<file path="src/rtl/hazard_scoreboard.sv">
// rtl/hazard_scoreboard.sv - load-use stall, branch/jump flush and forwarding-select controller
// Shadows ID/EX..MEM/WB destination info to drive stalls, flushes and operand-mux selects.
module hazard_scoreboard #(
    parameter int REG_AW   = 5,
    parameter int DEPTH    = 3,
    parameter int BR_STAGE = 1,
    parameter int SEL_W    = 2,
    parameter int CNT_W    = 16
) (
    input  logic              clk,
    input  logic              rst,
    input  logic              id_valid,
    input  logic [REG_AW-1:0] id_rs,
    input  logic [REG_AW-1:0] id_rt,
    input  logic              id_use_rs,
    input  logic              id_use_rt,
    input  logic [REG_AW-1:0] id_dst,
    input  logic              id_wr,
    input  logic              id_load,
    input  logic              br_taken,
    input  logic              jmp_taken,
    output logic              stall,
    output logic              flush_if,
    output logic [DEPTH-1:0]  flush_ex,
    output logic [SEL_W-1:0]  fwd_a,
    output logic [SEL_W-1:0]  fwd_b,
    output logic              wb_byp_a,
    output logic              wb_byp_b,
    output logic [CNT_W-1:0]  stall_cnt,
    output logic [CNT_W-1:0]  flush_cnt
);

    localparam logic [DEPTH-1:0] BR_MASK = DEPTH'((1 << BR_STAGE) - 1);

    logic [DEPTH-1:0]  r_vld;
    logic [DEPTH-1:0]  r_wr;
    logic [DEPTH-1:0]  r_load;
    logic [REG_AW-1:0] r_dst [DEPTH];
    logic [SEL_W-1:0]  r_fwd_a;
    logic [SEL_W-1:0]  r_fwd_b;
    logic [CNT_W-1:0]  r_stall_cnt;
    logic [CNT_W-1:0]  r_flush_cnt;

    logic [DEPTH-1:0]  w_m_rs;
    logic [DEPTH-1:0]  w_m_rt;
    logic [SEL_W-1:0]  w_sel_a;
    logic [SEL_W-1:0]  w_sel_b;
    logic              w_load_use;
    logic              w_stall;
    logic              w_issue;

    always_comb begin
        for (int k = 0; k < DEPTH; k++) begin
            w_m_rs[k] = r_vld[k] && r_wr[k] && (r_dst[k] == id_rs) && (id_rs != '0);
            w_m_rt[k] = r_vld[k] && r_wr[k] && (r_dst[k] == id_rt) && (id_rt != '0);
        end
    end

    // Scan oldest to youngest so the youngest matching producer ends up selected.
    always_comb begin
        w_sel_a = '0;
        w_sel_b = '0;
        for (int j = DEPTH - 2; j >= 0; j--) begin
            if (w_m_rs[j]) w_sel_a = SEL_W'(j + 1);
            if (w_m_rt[j]) w_sel_b = SEL_W'(j + 1);
        end
    end

    assign w_load_use = id_valid && r_load[0] &&
                        ((w_m_rs[0] && id_use_rs) || (w_m_rt[0] && id_use_rt));
    assign w_stall    = w_load_use && !br_taken;
    assign w_issue    = id_valid && !w_stall && !br_taken;

    assign stall     = w_stall;
    assign flush_if  = br_taken || (jmp_taken && !w_stall);
    assign flush_ex  = {DEPTH{br_taken}} & BR_MASK;
    assign wb_byp_a  = w_m_rs[DEPTH-1] && !(|w_m_rs[DEPTH-2:0]);
    assign wb_byp_b  = w_m_rt[DEPTH-1] && !(|w_m_rt[DEPTH-2:0]);
    assign fwd_a     = r_fwd_a;
    assign fwd_b     = r_fwd_b;
    assign stall_cnt = r_stall_cnt;
    assign flush_cnt = r_flush_cnt;

    always_ff @(posedge clk or posedge rst) begin
        if (rst) begin
            r_vld       <= '0;
            r_wr        <= '0;
            r_load      <= '0;
            for (int k = 0; k < DEPTH; k++) r_dst[k] <= '0;
            r_fwd_a     <= '0;
            r_fwd_b     <= '0;
            r_stall_cnt <= '0;
            r_flush_cnt <= '0;
        end else begin
            // A taken branch clears the pipeline registers younger than its resolve stage.
            for (int k = DEPTH - 1; k >= 1; k--) begin
                r_vld[k]  <= (br_taken && (k < BR_STAGE)) ? 1'b0 : r_vld[k-1];
                r_wr[k]   <= r_wr[k-1];
                r_load[k] <= r_load[k-1];
                r_dst[k]  <= r_dst[k-1];
            end
            r_vld[0]  <= w_issue;
            r_wr[0]   <= id_wr;
            r_load[0] <= id_load;
            r_dst[0]  <= id_dst;
            r_fwd_a   <= w_issue ? w_sel_a : '0;
            r_fwd_b   <= w_issue ? w_sel_b : '0;
            if (w_stall && (r_stall_cnt != '1))
                r_stall_cnt <= r_stall_cnt + CNT_W'(1);
            if ((br_taken || jmp_taken) && (r_flush_cnt != '1))
                r_flush_cnt <= r_flush_cnt + CNT_W'(1);
        end
    end

endmodule

</file>
<file path="config.mk">
export PLATFORM = sky130hd
export DESIGN_NAME = hazard_scoreboard
export DESIGN_NICKNAME = d
export VERILOG_FILES = /design/src/rtl/hazard_scoreboard.sv
export SDC_FILE = /design/constraint.sdc
export NUM_CORES = 1
export LEC_CHECK = 0
export ABC_AREA = 1
export CAP_MARGIN = 5
export CORE_MARGIN = 2
export CORE_UTILIZATION = 46
export DETAILED_ROUTE_END_ITERATION = 10
export GPL_TIMING_DRIVEN = 1
export PLACE_DENSITY = 0.75
export REMOVE_ABC_BUFFERS = 1
export SETUP_SLACK_MARGIN = 0.3
export SKIP_LAST_GASP = 1
export SLEW_MARGIN = 40
export SYNTH_ARGS = -nofsm -noshare
export SYNTH_HDL_FRONTEND = slang
export SYNTH_SLANG_ARGS = --single-unit
</file>
<file path="constraint.sdc">
create_clock -name clk -period 1.8 [get_ports clk]
set_input_delay 0.36 -clock clk [delete_from_list [all_inputs] [get_ports clk]]
set_output_delay 0.36 -clock clk [all_outputs]
set_load 0.01 [all_outputs]
</file>
* Word-level counts from Yosys, hierarchy flattened
Cells that the tools add are included.
Widths: inputs -> output; s select.
** Operators by class
- Bitwise gates (word level) :: 0
- Equal/unequal tests :: 8
- Multiply operators :: 0
- Reduce and logical (&&, ||, !) cells :: 38
- $lt $le $gt $ge :: 0
- Mux-type cells :: 6
- Shift-type cells :: 0
- Div/mod/pow operators :: 0
- Add/subtract/negate cells :: 2
** Operators with widths (number)
- $add 16x1->16 const B :: 2
- $ne 16x16->1 const B :: 2
- $eq 5x5->1 :: 6
- $logic_and 1x1->1 :: 27
- $mux 2 :: 6
- $reduce_bool 5->1 :: 2
- $logic_not 1->1 :: 4
- $reduce_or 2->1 :: 2
- $logic_or 1x1->1 :: 3
** Word-level totals
- Memory bits (writable) :: 0
- Bits in read-only memories :: 0
- Latch bits :: 0
- Flip-flop bits (word level) :: 58
- Output and inout bits :: 43
- Logic and storage cells :: 64
- Input bits :: 24
- Memories :: 0

* Depth between registers and ports, before layout
Gate-level depths: netlist (run 1).
- Depth in word-level cells :: 11
- Gate-level depth with buffers :: 13
- Depth with buffers taken out :: 12

* Worst setup path before layout (run 1)
OpenSTA, ideal clock, no wires.
- Path type :: register to register
- From :: reg r_flush_cnt[0], in the netlist flush_cnt[0]
- To :: reg r_flush_cnt[13], in the netlist flush_cnt[13]
- Path buffers :: 0
- Setup time :: 79 ps
- Stages on the path, launching flop included :: 10
- Path slack :: 195 ps
- Data arrival time :: 1526 ps
- Path through :: dfrtp_1 > ha_1 > nand3_1 > nor2_1 > nand3_1 > nand2_1 > nor2_1 > nand2_1 > nor2_1 > xor2_1
** Between the ends
- Cells in the longest elaborated chain, start to end :: 2
- Elaborated cells on any way between the ends :: 3
** RTL lines
- start, declared :: RTL line 42 : logic [CNT_W-1:0] r_flush_cnt;
- start signal, assigned :: RTL line 111 : r_flush_cnt <= r_flush_cnt + CNT_W'(1);
- parallel branches: the longest is 2 deep, another holds $add 16x1->16
Several ways; the timed one is not identified.
A chain may end at the register's enable or synchronous reset.

* Worst setup path after layout (run 1)
- From :: reg r_dst[13] (netlist bit)
- To :: out flush_if
** Between the ends
- Cells in the longest elaborated chain, start to end :: 10
- Elaborated cells on any way between the ends :: 14
** RTL lines
- start, declared :: RTL line 38 : logic [REG_AW-1:0] r_dst [DEPTH];
- start signal, assigned by index :: RTL line 100 : r_dst[k] <= r_dst[k-1];
- $eq 5x5->1, on equally long branches :: RTL line 54, 55
- $logic_and 1x1->1, on equally long branches (2 in a row) :: RTL line 54, 55
- $logic_and 1x1->1 :: RTL line 70 : ((w_m_rs[0] && id_use_rs) || (w_m_rt[0] && id_use_rt));
- $logic_or 1x1->1 (*) :: RTL line 70
- $logic_and 1x1->1 (*) :: RTL line 69 : assign w_load_use = id_valid && r_load[0] &&
- $logic_and 1x1->1 (*) :: RTL line 71 : assign w_stall = w_load_use && !br_taken;
- $logic_not 1->1 (*) :: RTL line 75 : assign flush_if = br_taken || (jmp_taken && !w_stall);
- $logic_and 1x1->1 (*) :: RTL line 75
- $logic_or 1x1->1 (*) :: RTL line 75
- end, declared :: RTL line 23 : output logic flush_if,
Mark *: on every way between the ends. The rest lies on a longest branch, timed or not.

==> impl_metrics.sql, run 1 <==
INSERT INTO impl_metrics (metric_group, metric, value, unit) VALUES
('cts', 'clockRootBuffer', 'sky130_fd_sc_hd__clkbuf_8', ''),
('layout', 'syn_to_final_growth', '56.9', '%'),
('placed_design', 'gpl.final_weighted_congestion', '0.960', ''),
('timing', 'unrepaired_setup_endpoints_after_global_routing', 'true', ''),
('worst_setup_path', 'cp-start-kind', 'flip-flop', ''),
('drt', 'postRouteAntennaNets', '0', ''),
('layout', 'cell_area_after_layout', '4760', 'um2'),
('layout', 'final_nets', '542', ''),
('synth', 'sequential_cell_area_fraction_in_the_yosys_report', '47.8', '%'),
('layout', 'postLayoutCoreUtil', '75.0', '%'),
('cts', 'clkLatencyLatePin', '0.33', 'ns'),
('drt', 'drt-initial-drc-count', '94', ''),
('layout', 'layout.cells.most_common_list', '106 x sky130_fd_sc_hd__nand2_1, 56 x sky130_fd_sc_hd__buf_4, 48 x sky130_fd_sc_hd__dfrtp_1, 41 x sky130_fd_sc_hd__dlygate4sd2_1', ''),
('synth', 'postSynth.asyncResetShare', '100', '%'),
('synth', 'synth_warnings', '0', ''),
('die', 'placementRows', '29', ''),
('synth', 'synthesis.area', '3030', 'um2'),
('layout', 'post_route_cells_drive_above_1_share', '37.2', '%'),
('placed_design', 'placed_area', '3920', 'um2'),
('power', 'internal_power', '0.00238', 'W'),
('worst_setup_path', 'required', '1.44', 'ns'),
('global_routing', 'grt_usage', '24.3', '%'),
('die', 'die_height', '85.2', 'um'),
('die', 'die_w', '85.2', 'um'),
('power', 'clkPwrFrac', '31.5', '%'),
('synth', 'post_synth.cell_area_avg', '8.36', 'um2'),
('power', 'combinational_power_share', '25.6', '%'),
('outcome', 'violations', 'setup timing', ''),
('worst_setup_path', 'worstPathMaxFanout', '4', ''),
('global_routing', 'globalRouteOverflowTotal', '0', ''),
('drt', 'detailedRoute.firstPassIterationCount', '5', ''),
('synth', 'syn-instance-count', '363', ''),
('global_routing', 'grt_pass1_vias', '3059', ''),
('flow_run', 'maxCapViolCount', '0', ''),
('timing', 'skew', '0.0113', 'ns'),
('min_path', 'hold_class', 'primary input to asynchronous set/reset pin', ''),
('cts', 'cts-root-to-sink-buffers', '2', ''),
('cts', 'numClockSinks', '58', ''),
('die', 'floorplan.die_area', '7260', 'um2'),
('synth', 'synth-seq-cells', '58', ''),
('timing', 'fin_crit_sh', '114', '%'),
('die', 'fp.coreArea', '6350', 'um2'),
('die', 'io-pin-count', '67', ''),
('drt', 'wire_per_inst', '15.0', 'um'),
('synth', 'synth-main-ff-cell', 'sky130_fd_sc_hd__dfrtp_1', ''),
('placed_design', 'place_hpwl', '4980', 'um'),
('power', 'seq_power_share', '42.9', '%'),
('worst_setup_path', 'worst-setup-path-type', 'flip-flop to output pin', ''),
('global_routing', 'grt_pass1_wl', '13700', 'um'),
('power', 'power.leakage', '2.54', 'nW'),
('cts', 'tritoncts', 'yes', ''),
('synth', 'synth-edff-count', '0', ''),
('global_routing', 'grt_max_degree', '59', ''),
('timing', 'maxClockFrequency', '0.487', 'GHz'),
('layout', 'number_of_inserted_diodes', '0', ''),
('worst_setup_path', 'crit_path_end_kind', 'output pin', ''),
('cts', 'clk_pin_slew_worst_paths', '0.08', 'ns'),
('synth', 'synth_cell_type_count', '31', ''),
('power', 'net_sw_power', '0.00108', 'W'),
('timing', 'finalMaxSlewViolations', '0', ''),
('cts', 'cts_htree_levels', '3', ''),
('drt', 'finalWirelength', '8980', 'um'),
('outcome', 'run_status', 'complete, but fails checks', ''),
('drt', 'route.vias.total', '3016', ''),
('cts', 'tritoncts.num_buffers', '9', ''),
('power', 'p_sw_share', '31.1', '%'),
('worst_setup_path', 'arr_time_crit_path', '1.69', 'ns'),
('layout', 'layoutNonFillerInstCount', '598', ''),
('placed_design', 'pre_cts_slack', '-0.762', 'ns'),
('power', 'p_per_area', '726', 'nW/um2'),
('cts', 'ctsHoldBuffers', '0', ''),
('drt', 'drcViolationCount', '0', ''),
('layout', 'mostFrequentLayoutCell', 'sky130_fd_sc_hd__nand2_1', ''),
('global_routing', 'antenna_found_initial', '0', ''),
('timing', 'final_period_minus_worst_setup_slack', '2.05', 'ns'),
('placed_design', 'numPortBuffers', '64', ''),
('timing', 'final_critical_path_setup_slack', '-0.252', 'ns'),
('timing', 'hold_viol_final', '0', ''),
('placed_design', 'place_inst', '522', ''),
('timing', 'setup_viol', '22', ''),
('die', 'floorplan.initialDensity', '47.8', '%'),
('drt', 'post_drt_via_cell_ratio', '5.04', ''),
('power', 'irDropWorstVdd', '0.000659', 'V'),
('timing', 'tns', '-1.87', 'ns');
sequential cells by signal, summed over array words and instances, names as in the netlist:
signal and count:
fwd_a 2, fwd_b 2, r_wr 3, flush_cnt 16
r_dst 15, r_load 1, stall_cnt 16, r_vld 3
synth_stat cells (4+ instances only):
library cell / count / share of area (%)
sky130_fd_sc_hd__xnor2_1: 20 / 5.8
sky130_fd_sc_hd__nand2_2: 10 / 2.1
sky130_fd_sc_hd__inv_2: 8 / 0.99
sky130_fd_sc_hd__nand4_1: 7 / 1.4
sky130_fd_sc_hd__nand2_1: 117 / 14
sky130_fd_sc_hd__nand3_1: 16 / 2.6
sky130_fd_sc_hd__inv_1: 33 / 4.1
sky130_fd_sc_hd__nor2_1: 35 / 4.3
sky130_fd_sc_hd__o22ai_1: 4 / 0.82
sky130_fd_sc_hd__dfrtp_1: 58 / 48
sky130_fd_sc_hd__xor2_1: 18 / 5.2
sky130_fd_sc_hd__nor2_2: 6 / 1.2
path summary, 6_finish.rpt:
kind	startpoint	slack, ns	cells past startpoint	endpoint
max	r_dst[13]$_DFF_PP0_	-0.25	10	flush_if
min	rst	0.38	3	flush_cnt[4]$_DFFE_PP0P_
max reg2reg	r_dst[8]$_DFF_PP0_	-0.13	15	fwd_b[1]$_DFF_PP0_
min reg2reg	r_wr[0]$_DFF_PP0_	0.38	0	r_wr[1]$_DFF_PP0_
max in group asynchronous	rst	1.12	3	stall_cnt[3]$_DFFE_PP0P_
min in group clk	r_wr[0]$_DFF_PP0_	0.38	0	r_wr[1]$_DFF_PP0_
layer usage:
metal	routed length (um)	track usage, %	vias to the layer above
li1	-	-	1438
met1	3600	28.3	1429
met2	4540	40.5	118
met3	513	7.20	31
met4	323	12.7	0
met5	0	0	-
through the flow:
step | total power, W | hold slack [ns]
after global routing | 0.00362 | 0.388
after global placement | 0.00214 | 0.359
after CTS | 0.00337 | 0.375
after detailed placement | 0.00215 | 0.362
final | 0.00346 | 0.378
after floorplan | 0.00180 | 0.354
cells by family after synthesis:
| kind of cell | synth area share [%] |
|---|---|
| AND/OR/NAND/NOR | 31.0 |
| flip-flops | 47.8 |
| buffers and inverters | 6.64 |
| XOR/XNOR | 11.0 |
| AO/OA/AOI/OAI | 2.64 |
| adder cells (fa/ha/maj) | 0.825 |
| other | 0.124 |
power groups by stage:
stage | logic, W | registers [W] | clock network [W]
CTS | 0.000785 | 0.00147 | 0.00111
global placement | 0.000599 | 0.00154 | 0
global route | 0.000953 | 0.00149 | 0.00118
floorplan | 0.000242 | 0.00156 | 0
detailed placement | 0.000606 | 0.00154 | 0
finish | 0.000886 | 0.00148 | 0.00109
area by class of cell:
class	count	area, um2
flip-flops and latches	58	1460
clock buffers	10	138
inverters	41	154
fillers	447	1590
well taps	77	96.3
repair buffers	146	1310
clock inverters	6	42.5
multi-input cells	260	1560
what timing repair did:
item | 4_1_cts | 5_1_grt
resized for setup | 119 | 46
buffers inserted | 54 | 5
gates cloned | 1 | 0
pin swaps | 28 | 11
endpoints found under the setup margin | 74 | 47
hold endpoints to repair | 0 | 0
worst max-delay path, stage by stage (launching register included):
cell and delay, ns:
sky130_fd_sc_hd__dfrtp_1 0.42, sky130_fd_sc_hd__inv_2 0.08, sky130_fd_sc_hd__a21oi_2 0.15, sky130_fd_sc_hd__nand2_1 0.10, sky130_fd_sc_hd__nor2_2 0.12, sky130_fd_sc_hd__nand3_2 0.10
sky130_fd_sc_hd__nand2_4 0.09, sky130_fd_sc_hd__nand3_4 0.07, sky130_fd_sc_hd__nand2_1 0.06, sky130_fd_sc_hd__inv_1 0.03, sky130_fd_sc_hd__buf_2 0.13
Power figures use the tool's default switching activity.
==> run 2, diff against run 1 <==
- CORE_UTILIZATION: 46 -> 45
- CTS_CLUSTER_SIZE: unset -> 20
- PLACE_DENSITY: 0.75 -> 0.73
==> run 2 against run 1 <==
  * The run still ends with setup timing left
  * Critical path depth rose by 2
  * First-iteration DRC count grew 72%
  * Global-route usage down 1.9 points
  * Routed wire length is 1.9% higher
  * Combinational power is 3.7% higher
  * Core utilization rose by 0.65 points
  * Non-clock buffer count shrank 1
  * Worst setup slack got worse by 0.040 ns
  * Via count grew 0.76%
  * Flip-flop and latch count unchanged
  * Clock skew down 0.0019 ns
  * Critical path type unchanged
  * Largest power group unchanged
  * Highest routed layer unchanged
==> impl_metrics.sql, run 2 (synthesized netlist as in run 1, its figures left out) <==
INSERT INTO impl_metrics (metric_group, metric, value, unit) VALUES
('outcome', 'run_status', 'complete, but fails checks', ''),
('outcome', 'violations', 'setup timing', ''),
('layout', 'post_route_cells_drive_above_1_share', '38.6', '%'),
('global_routing', 'groute.layer.met2.usage', '36.7', '%'),
('timing', 'unrepaired_setup_endpoints_after_global_routing', 'true', ''),
('min_path', 'hold_class', 'primary input to asynchronous set/reset pin', ''),
('layout', 'cell_area_after_layout', '4860', 'um2'),
('timing', 'hold_viol_final', '0', ''),
('placed_design', 'gpl.final_weighted_congestion', '0.928', ''),
('power', 'power.leakage', '2.59', 'nW'),
('global_routing', 'antenna_found_initial', '0', ''),
('global_routing', 'globalRouteOverflowTotal', '0', ''),
('global_routing', 'grt_most_used_layer', 'met2', ''),
('worst_setup_path', 'worstPathMaxFanout', '4', ''),
('timing', 'final_critical_path_setup_slack', '-0.291', 'ns'),
('timing', 'final_period_minus_worst_setup_slack', '2.09', 'ns'),
('power', 'p_sw_share', '31.9', '%'),
('die', 'die_height', '86.1', 'um'),
('timing', 'fin_crit_sh', '116', '%'),
('worst_setup_path', 'required', '1.44', 'ns'),
('placed_design', 'place_hpwl', '5290', 'um'),
('power', 'irDropWorstVdd', '0.000770', 'V'),
('cts', 'numClockSinks', '58', ''),
('die', 'placementRows', '29', ''),
('cts', 'clk_pin_slew_worst_paths', '0.07', 'ns'),
('layout', 'mostFrequentLayoutCell', 'sky130_fd_sc_hd__nand2_1', ''),
('die', 'die_w', '86.1', 'um'),
('drt', 'post_drt_via_cell_ratio', '5.08', ''),
('power', 'p_per_area', '720', 'nW/um2'),
('global_routing', 'grt_max_degree', '22', ''),
('drt', 'route.vias.total', '3039', ''),
('cts', 'tritoncts', 'yes', ''),
('worst_setup_path', 'worst-setup-path-type', 'flip-flop to output pin', ''),
('global_routing', 'grt_util_met1', '28.0', '%'),
('global_routing', 'grt_usage', '22.4', '%'),
('placed_design', 'placed_area', '3970', 'um2'),
('drt', 'finalWirelength', '9150', 'um'),
('drt', 'postRouteAntennaNets', '0', ''),
('global_routing', 'met3_track_usage_gr', '6.16', '%'),
('layout', 'layout.cells.most_common_list', '97 x sky130_fd_sc_hd__nand2_1, 59 x sky130_fd_sc_hd__buf_4, 47 x sky130_fd_sc_hd__dfrtp_1, 45 x sky130_fd_sc_hd__dlygate4sd2_1, 28 x sky130_fd_sc_hd__nand2_2', ''),
('cts', 'tritoncts.num_buffers', '9', ''),
('worst_setup_path', 'arr_time_crit_path', '1.73', 'ns'),
('drt', 'drt-initial-drc-count', '162', ''),
('timing', 'skew', '0.00940', 'ns'),
('cts', 'clkLatencyLatePin', '0.34', 'ns'),
('layout', 'syn_to_final_growth', '60.1', '%'),
('layout', 'final_nets', '542', ''),
('cts', 'clockRootBuffer', 'sky130_fd_sc_hd__clkbuf_8', ''),
('global_routing', 'grt_pass1_vias', '2756', ''),
('placed_design', 'numPortBuffers', '64', ''),
('timing', 'finalMaxSlewViolations', '0', ''),
('power', 'total_power', '0.00350', 'W'),
('power', 'combinational_power_share', '26.3', '%'),
('power', 'net_sw_power', '0.00111', 'W'),
('timing', 'maxClockFrequency', '0.478', 'GHz'),
('timing', 'setup_viol', '21', ''),
('cts', 'cts-root-to-sink-buffers', '2', ''),
('worst_setup_path', 'crit_path_end_kind', 'output pin', ''),
('power', 'internal_power', '0.00238', 'W'),
('flow_run', 'maxCapViolCount', '0', ''),
('global_routing', 'grt_pass1_wl', '12700', 'um'),
('power', 'clkPwrFrac', '30.4', '%'),
('layout', 'number_of_inserted_diodes', '0', ''),
('die', 'floorplan.initialDensity', '47.2', '%'),
('drt', 'detailedRoute.firstPassIterationCount', '4', ''),
('cts', 'ctsHoldBuffers', '0', ''),
('drt', 'drcViolationCount', '0', ''),
('drt', 'wire_per_inst', '15.3', 'um'),
('power', 'seq_power_share', '43.3', '%'),
('die', 'io-pin-count', '67', ''),
('die', 'fp.coreArea', '6420', 'um2'),
('cts', 'cts_htree_levels', '3', ''),
('worst_setup_path', 'cp-start-kind', 'flip-flop', ''),
('die', 'floorplan.die_area', '7420', 'um2');
[run 2: repair_timing]
item	4_1_cts	5_1_grt
pin swaps	15	26
setup buffers	35	19
gates resized for setup	98	66
setup endpoints to repair	76	43
endpoints found under the hold margin	0	0
cloned	1	1
[run 2: final cells by class]
| cell class | count | area, um2 |
|---|---|---|
| inverters | 41 | 156 |
| flip-flops and latches | 58 | 1470 |
| clock buffers | 10 | 128 |
| clock inverters | 6 | 42.5 |
| well taps | 77 | 96.3 |
| repair buffers | 145 | 1310 |
| fillers | 444 | 1560 |
| multi-input cells | 261 | 1660 |
[run 2: routing by layer]
layer | wire (um) | share of wire (%)
met2 | 4600 | 50
met4 | 280 | 3.1
met5 | 0 | 0
met1 | 3760 | 41
met3 | 515 | 5.6
[run 2: final timing paths]
path	from	slack, ns	cells past startpoint	to
hold / removal	rst	0.33	2	flush_cnt[2]$_DFFE_PP0P_
setup reg to reg	r_dst[13]$_DFF_PP0_	-0.14	16	stall_cnt[13]$_DFFE_PP0P_
hold reg to reg	r_vld[0]$_DFF_PP0_	0.38	0	r_vld[1]$_DFF_PP0_
setup / recovery	r_dst[13]$_DFF_PP0_	-0.29	12	flush_if
max in group asynchronous	rst	0.99	3	stall_cnt[4]$_DFFE_PP0P_
min in group clk	r_vld[0]$_DFF_PP0_	0.38	0	r_vld[1]$_DFF_PP0_
[run 2: critical path, cell delays in order (launching register included)]
cell and delay, ns:
sky130_fd_sc_hd__dfrtp_2 0.45, sky130_fd_sc_hd__buf_6 0.13, sky130_fd_sc_hd__nand2_2 0.06, sky130_fd_sc_hd__nand2_2 0.05, sky130_fd_sc_hd__inv_2 0.04, sky130_fd_sc_hd__nand2_2 0.06, sky130_fd_sc_hd__nor2_4 0.11, sky130_fd_sc_hd__nand3_2 0.09
sky130_fd_sc_hd__nand2_4 0.07, sky130_fd_sc_hd__nand3_2 0.07, sky130_fd_sc_hd__nand2_1 0.08, sky130_fd_sc_hd__inv_1 0.04, sky130_fd_sc_hd__buf_2 0.13
[run 2: power by group through the flow]
stage	Sequential, W	Combinational, W	Clock [W]
6_report	0.00151	0.000919	0.00106
5_1_grt	0.00152	0.000992	0.00117
4_1_cts	0.00150	0.000622	0.00107
3_5_place_dp	0.00155	0.000595	0
3_3_place_gp	0.00154	0.000586	0
2_1_floorplan	0.00156	0.000242	0
[run 2: through the flow]
step                      utilization (%)  worst slack (ns)  hold slack, ns  cells  setup TNS (ns)
after global routing                 75.6            -0.375           0.342    598           -4.63
after CTS                            69.6            -0.235           0.331    578           -1.04
after detailed placement             61.9            -0.794           0.362    526          -10.27
after global placement               61.9            -0.830           0.357    526           -9.39
final                                75.6            -0.291           0.335    598           -2.62
after floorplan                         -            0.0120           0.354    359               0
==> run 3, diff against run 2 <==
- CTS_BUF_LIST: unset -> sky130_fd_sc_hd__clkbuf_4
- TNS_END_PERCENT: unset -> 10
==> run 3 against run 2 <==
  * The flow still finishes with violations (setup timing)
  * Clock skew grew 0.0035 ns
  * Sequential power hardly changed
  * Flip-flop and latch count did not move
  * Routed wire length is 19% lower
  * Final cell count decreased by 6.5%
  * Clock power shrank 24%
  * Sequential share of layout area increased by 3.5 points
  * Global-route usage decreased by 1.6 points
==> impl_metrics.sql, run 3 (synthesized netlist as in run 1, its figures left out) <==
INSERT INTO impl_metrics (metric_group, metric, value, unit) VALUES
('worst_setup_path', 'arr_time_crit_path', '2.49', 'ns'),
('global_routing', 'grt_pass1_vias', '2605', ''),
('worst_setup_path', 'reg2reg_to', 'fwd_b[1]$_DFF_PP0_', ''),
('timing', 'setup_viol', '8', ''),
('outcome', 'violations', 'setup timing', ''),
('placed_design', 'place_hpwl', '5290', 'um'),
('die', 'placementRows', '29', ''),
('die', 'floorplan.die_area', '7420', 'um2'),
('worst_setup_path', 'crit_path_end_kind', 'flip-flop', ''),
('timing', 'skew', '0.0129', 'ns'),
('layout', 'fillers', '514', ''),
('placed_design', 'numPortBuffers', '64', ''),
('die', 'die_w', '86.1', 'um'),
('drt', 'detailedRoute.firstPassIterationCount', '4', ''),
('timing', 'unrepaired_setup_endpoints_after_global_routing', 'true', ''),
('cts', 'cts-root-to-sink-buffers', '2', ''),
('layout', 'post_route_cells_drive_above_1_share', '24.9', '%'),
('min_path', 'hold_class', 'primary input to asynchronous set/reset pin', ''),
('timing', 'fin_crit_sh', '120', '%'),
('power', 'irDropWorstVdd', '0.000660', 'V'),
('global_routing', 'grt_pass1_wl', '11900', 'um'),
('layout', 'final-seq-area', '1460', 'um2'),
('cts', 'tritoncts.num_buffers', '9', ''),
('worst_setup_path', 'worst-setup-path-type', 'flip-flop to flip-flop', ''),
('layout', 'final_nets', '503', ''),
('worst_setup_path', 'cp-start-kind', 'flip-flop', ''),
('global_routing', 'globalRouteOverflowTotal', '0', ''),
('timing', 'tns', '-1.49', 'ns'),
('global_routing', 'antenna_found_initial', '0', ''),
('drt', 'drt-initial-drc-count', '114', ''),
('layout', 'layout.cells.most_common_list', '117 x sky130_fd_sc_hd__nand2_1, 54 x sky130_fd_sc_hd__dfrtp_1, 47 x sky130_fd_sc_hd__clkdlybuf4s50_1, 31 x sky130_fd_sc_hd__nor2_1, 31 x sky130_fd_sc_hd__buf_4', ''),
('die', 'die_height', '86.1', 'um'),
('drt', 'wire_per_inst', '13.3', 'um'),
('drt', 'route.vias.total', '2759', ''),
('worst_setup_path', 'crit-reg2reg-launch', 'r_vld[1]$_DFF_PP0_', ''),
('worst_setup_path', 'worstPathMaxFanout', '2', ''),
('global_routing', 'grt_max_degree', '22', ''),
('placed_design', 'pre_cts_slack', '-0.794', 'ns'),
('timing', 'timing.hold.ws', '0.260', 'ns'),
('drt', 'finalWirelength', '7450', 'um'),
('cts', 'clk_pin_slew_worst_paths', '0.11', 'ns'),
('outcome', 'run_status', 'complete, but fails checks', ''),
('power', 'total_power', '0.00295', 'W'),
('power', 'power.leakage', '2.14', 'nW'),
('timing', 'hold_viol_final', '0', ''),
('timing', 'finalMaxSlewViolations', '0', ''),
('drt', 'drcViolationCount', '0', ''),
('worst_setup_path', 'required', '2.14', 'ns'),
('layout', 'syn_to_final_growth', '42.5', '%'),
('cts', 'clockRootBuffer', 'sky130_fd_sc_hd__clkbuf_4', ''),
('die', 'io-pin-count', '67', ''),
('die', 'floorplan.initialDensity', '47.2', '%'),
('cts', 'tritoncts', 'yes', ''),
('layout', 'multi_input_area', '1490', 'um2'),
('die', 'fp.coreArea', '6420', 'um2'),
('worst_setup_path', 'reg2regPathDepth', '16', ''),
('worst_setup_path', 'ff2ff_setup_slack', '-0.36', 'ns'),
('timing', 'final_period_minus_worst_setup_slack', '2.16', 'ns'),
('timing', 'final_critical_path_setup_slack', '-0.356', 'ns'),
('drt', 'postRouteAntennaNets', '0', ''),
('cts', 'clkLatencyLatePin', '0.40', 'ns'),
('placed_design', 'gpl.final_weighted_congestion', '0.928', ''),
('cts', 'numClockSinks', '58', ''),
('cts', 'ctsHoldBuffers', '0', ''),
('global_routing', 'grt_usage', '20.9', '%'),
('layout', 'number_of_inserted_diodes', '0', ''),
('power', 'p_per_area', '682', 'nW/um2'),
('timing', 'maxClockFrequency', '0.464', 'GHz'),
('flow_run', 'maxCapViolCount', '0', ''),
('layout', 'mostFrequentLayoutCell', 'sky130_fd_sc_hd__nand2_1', ''),
('cts', 'cts_htree_levels', '3', ''),
('drt', 'post_drt_via_cell_ratio', '4.94', '');
## run 3: changes by cell type in the layout (fill, tap and decap cells not counted), moves of 4 or more
| cell | previous run | this run |
|---|---|---|
| sky130_fd_sc_hd__clkdlybuf4s50_1 | 12 | 47 |
| sky130_fd_sc_hd__dlygate4sd2_1 | 45 | 10 |
| sky130_fd_sc_hd__dfrtp_1 | 47 | 54 |
| sky130_fd_sc_hd__nand2_2 | 28 | 10 |
| sky130_fd_sc_hd__dfrtp_2 | 11 | 4 |
| sky130_fd_sc_hd__buf_4 | 59 | 31 |
| sky130_fd_sc_hd__clkbuf_4 | 0 | 10 |
| sky130_fd_sc_hd__nor2_1 | 24 | 31 |
| sky130_fd_sc_hd__nor2_4 | 7 | 3 |
| sky130_fd_sc_hd__nand2_1 | 97 | 117 |
| sky130_fd_sc_hd__buf_6 | 16 | 8 |
| sky130_fd_sc_hd__clkbuf_8 | 9 | 0 |
## run 3: power by group
part	internal (W)	switching, W	leakage (nW)
combinational	0.000331	0.000285	1.33
clock	0.000301	0.000510	0.0628
sequential	0.00141	0.000117	0.745
total	0.00204	0.000912	2.14
## run 3: cell type report
class                      count  area share (%)
tap                           77            2.23
sequential                    58            33.7
inverter                      41            3.56
timing repair buffer         107            23.4
multi-input combinational    260            34.4
clock inverter                 6           0.984
clock buffer                  10            1.74
## run 3: metrics by stage
step           utilization (%)  cell area [um2]  std cells
6_report                  67.3             4320        559
5_1_grt                   67.3             4320        559
4_1_cts                   65.7             4220        556
3_5_place_dp              61.9             3970        526
3_3_place_gp              61.9             3970        526
2_1_floorplan                -             2990        359
## run 3: worst max-delay path by stage
| stage | from | end | slack (ns) | depth (start not counted) |
|---|---|---|---|---|
| floorplan | rst | flush_cnt[0]$_DFFE_PP0P_ | 0.01 | 1 |
| global placement | id_rt[2] | wb_byp_b | -0.83 | 7 |
| detailed placement | id_rs[2] | flush_if | -0.79 | 11 |
| CTS | r_dst[10]$_DFF_PP0_ | flush_if | -0.33 | 9 |
| global route | r_vld[1]$_DFF_PP0_ | fwd_b[1]$_DFF_PP0_ | -0.46 | 16 |
| finish | r_vld[1]$_DFF_PP0_ | fwd_b[1]$_DFF_PP0_ | -0.36 | 16 |
## run 3: critical path, stage by stage, from the launching register on
cell	delay, ns
sky130_fd_sc_hd__dfrtp_1	0.36
sky130_fd_sc_hd__nand2_1	0.12
sky130_fd_sc_hd__a21oi_2	0.18
sky130_fd_sc_hd__nand4_1	0.15
sky130_fd_sc_hd__nor4_2	0.25
sky130_fd_sc_hd__buf_4	0.18
sky130_fd_sc_hd__buf_6	0.08
sky130_fd_sc_hd__buf_6	0.08
sky130_fd_sc_hd__buf_6	0.08
sky130_fd_sc_hd__buf_6	0.08
sky130_fd_sc_hd__buf_6	0.08
sky130_fd_sc_hd__buf_6	0.08
sky130_fd_sc_hd__buf_6	0.08
sky130_fd_sc_hd__buf_6	0.08
sky130_fd_sc_hd__buf_4	0.09
sky130_fd_sc_hd__nand2_1	0.04
sky130_fd_sc_hd__nor2_1	0.09
## run 3: repair_timing
action / in CTS / in global routing
endpoints found under the setup margin: 76 / 76
cloned: 0 / 0
buffers inserted: 14 / 3
pin swaps: 11 / 7
resized for setup: 43 / 24
## run 3: per-layer routing
| layer | global-route usage [%] | share of wire, % |
|---|---|---|
| met1 | 27.2 | 43 |
| met2 | 32.5 | 48 |
| met3 | 4.23 | 6.5 |
| met4 | 11.5 | 2.7 |
| met5 | 0 | 0 |
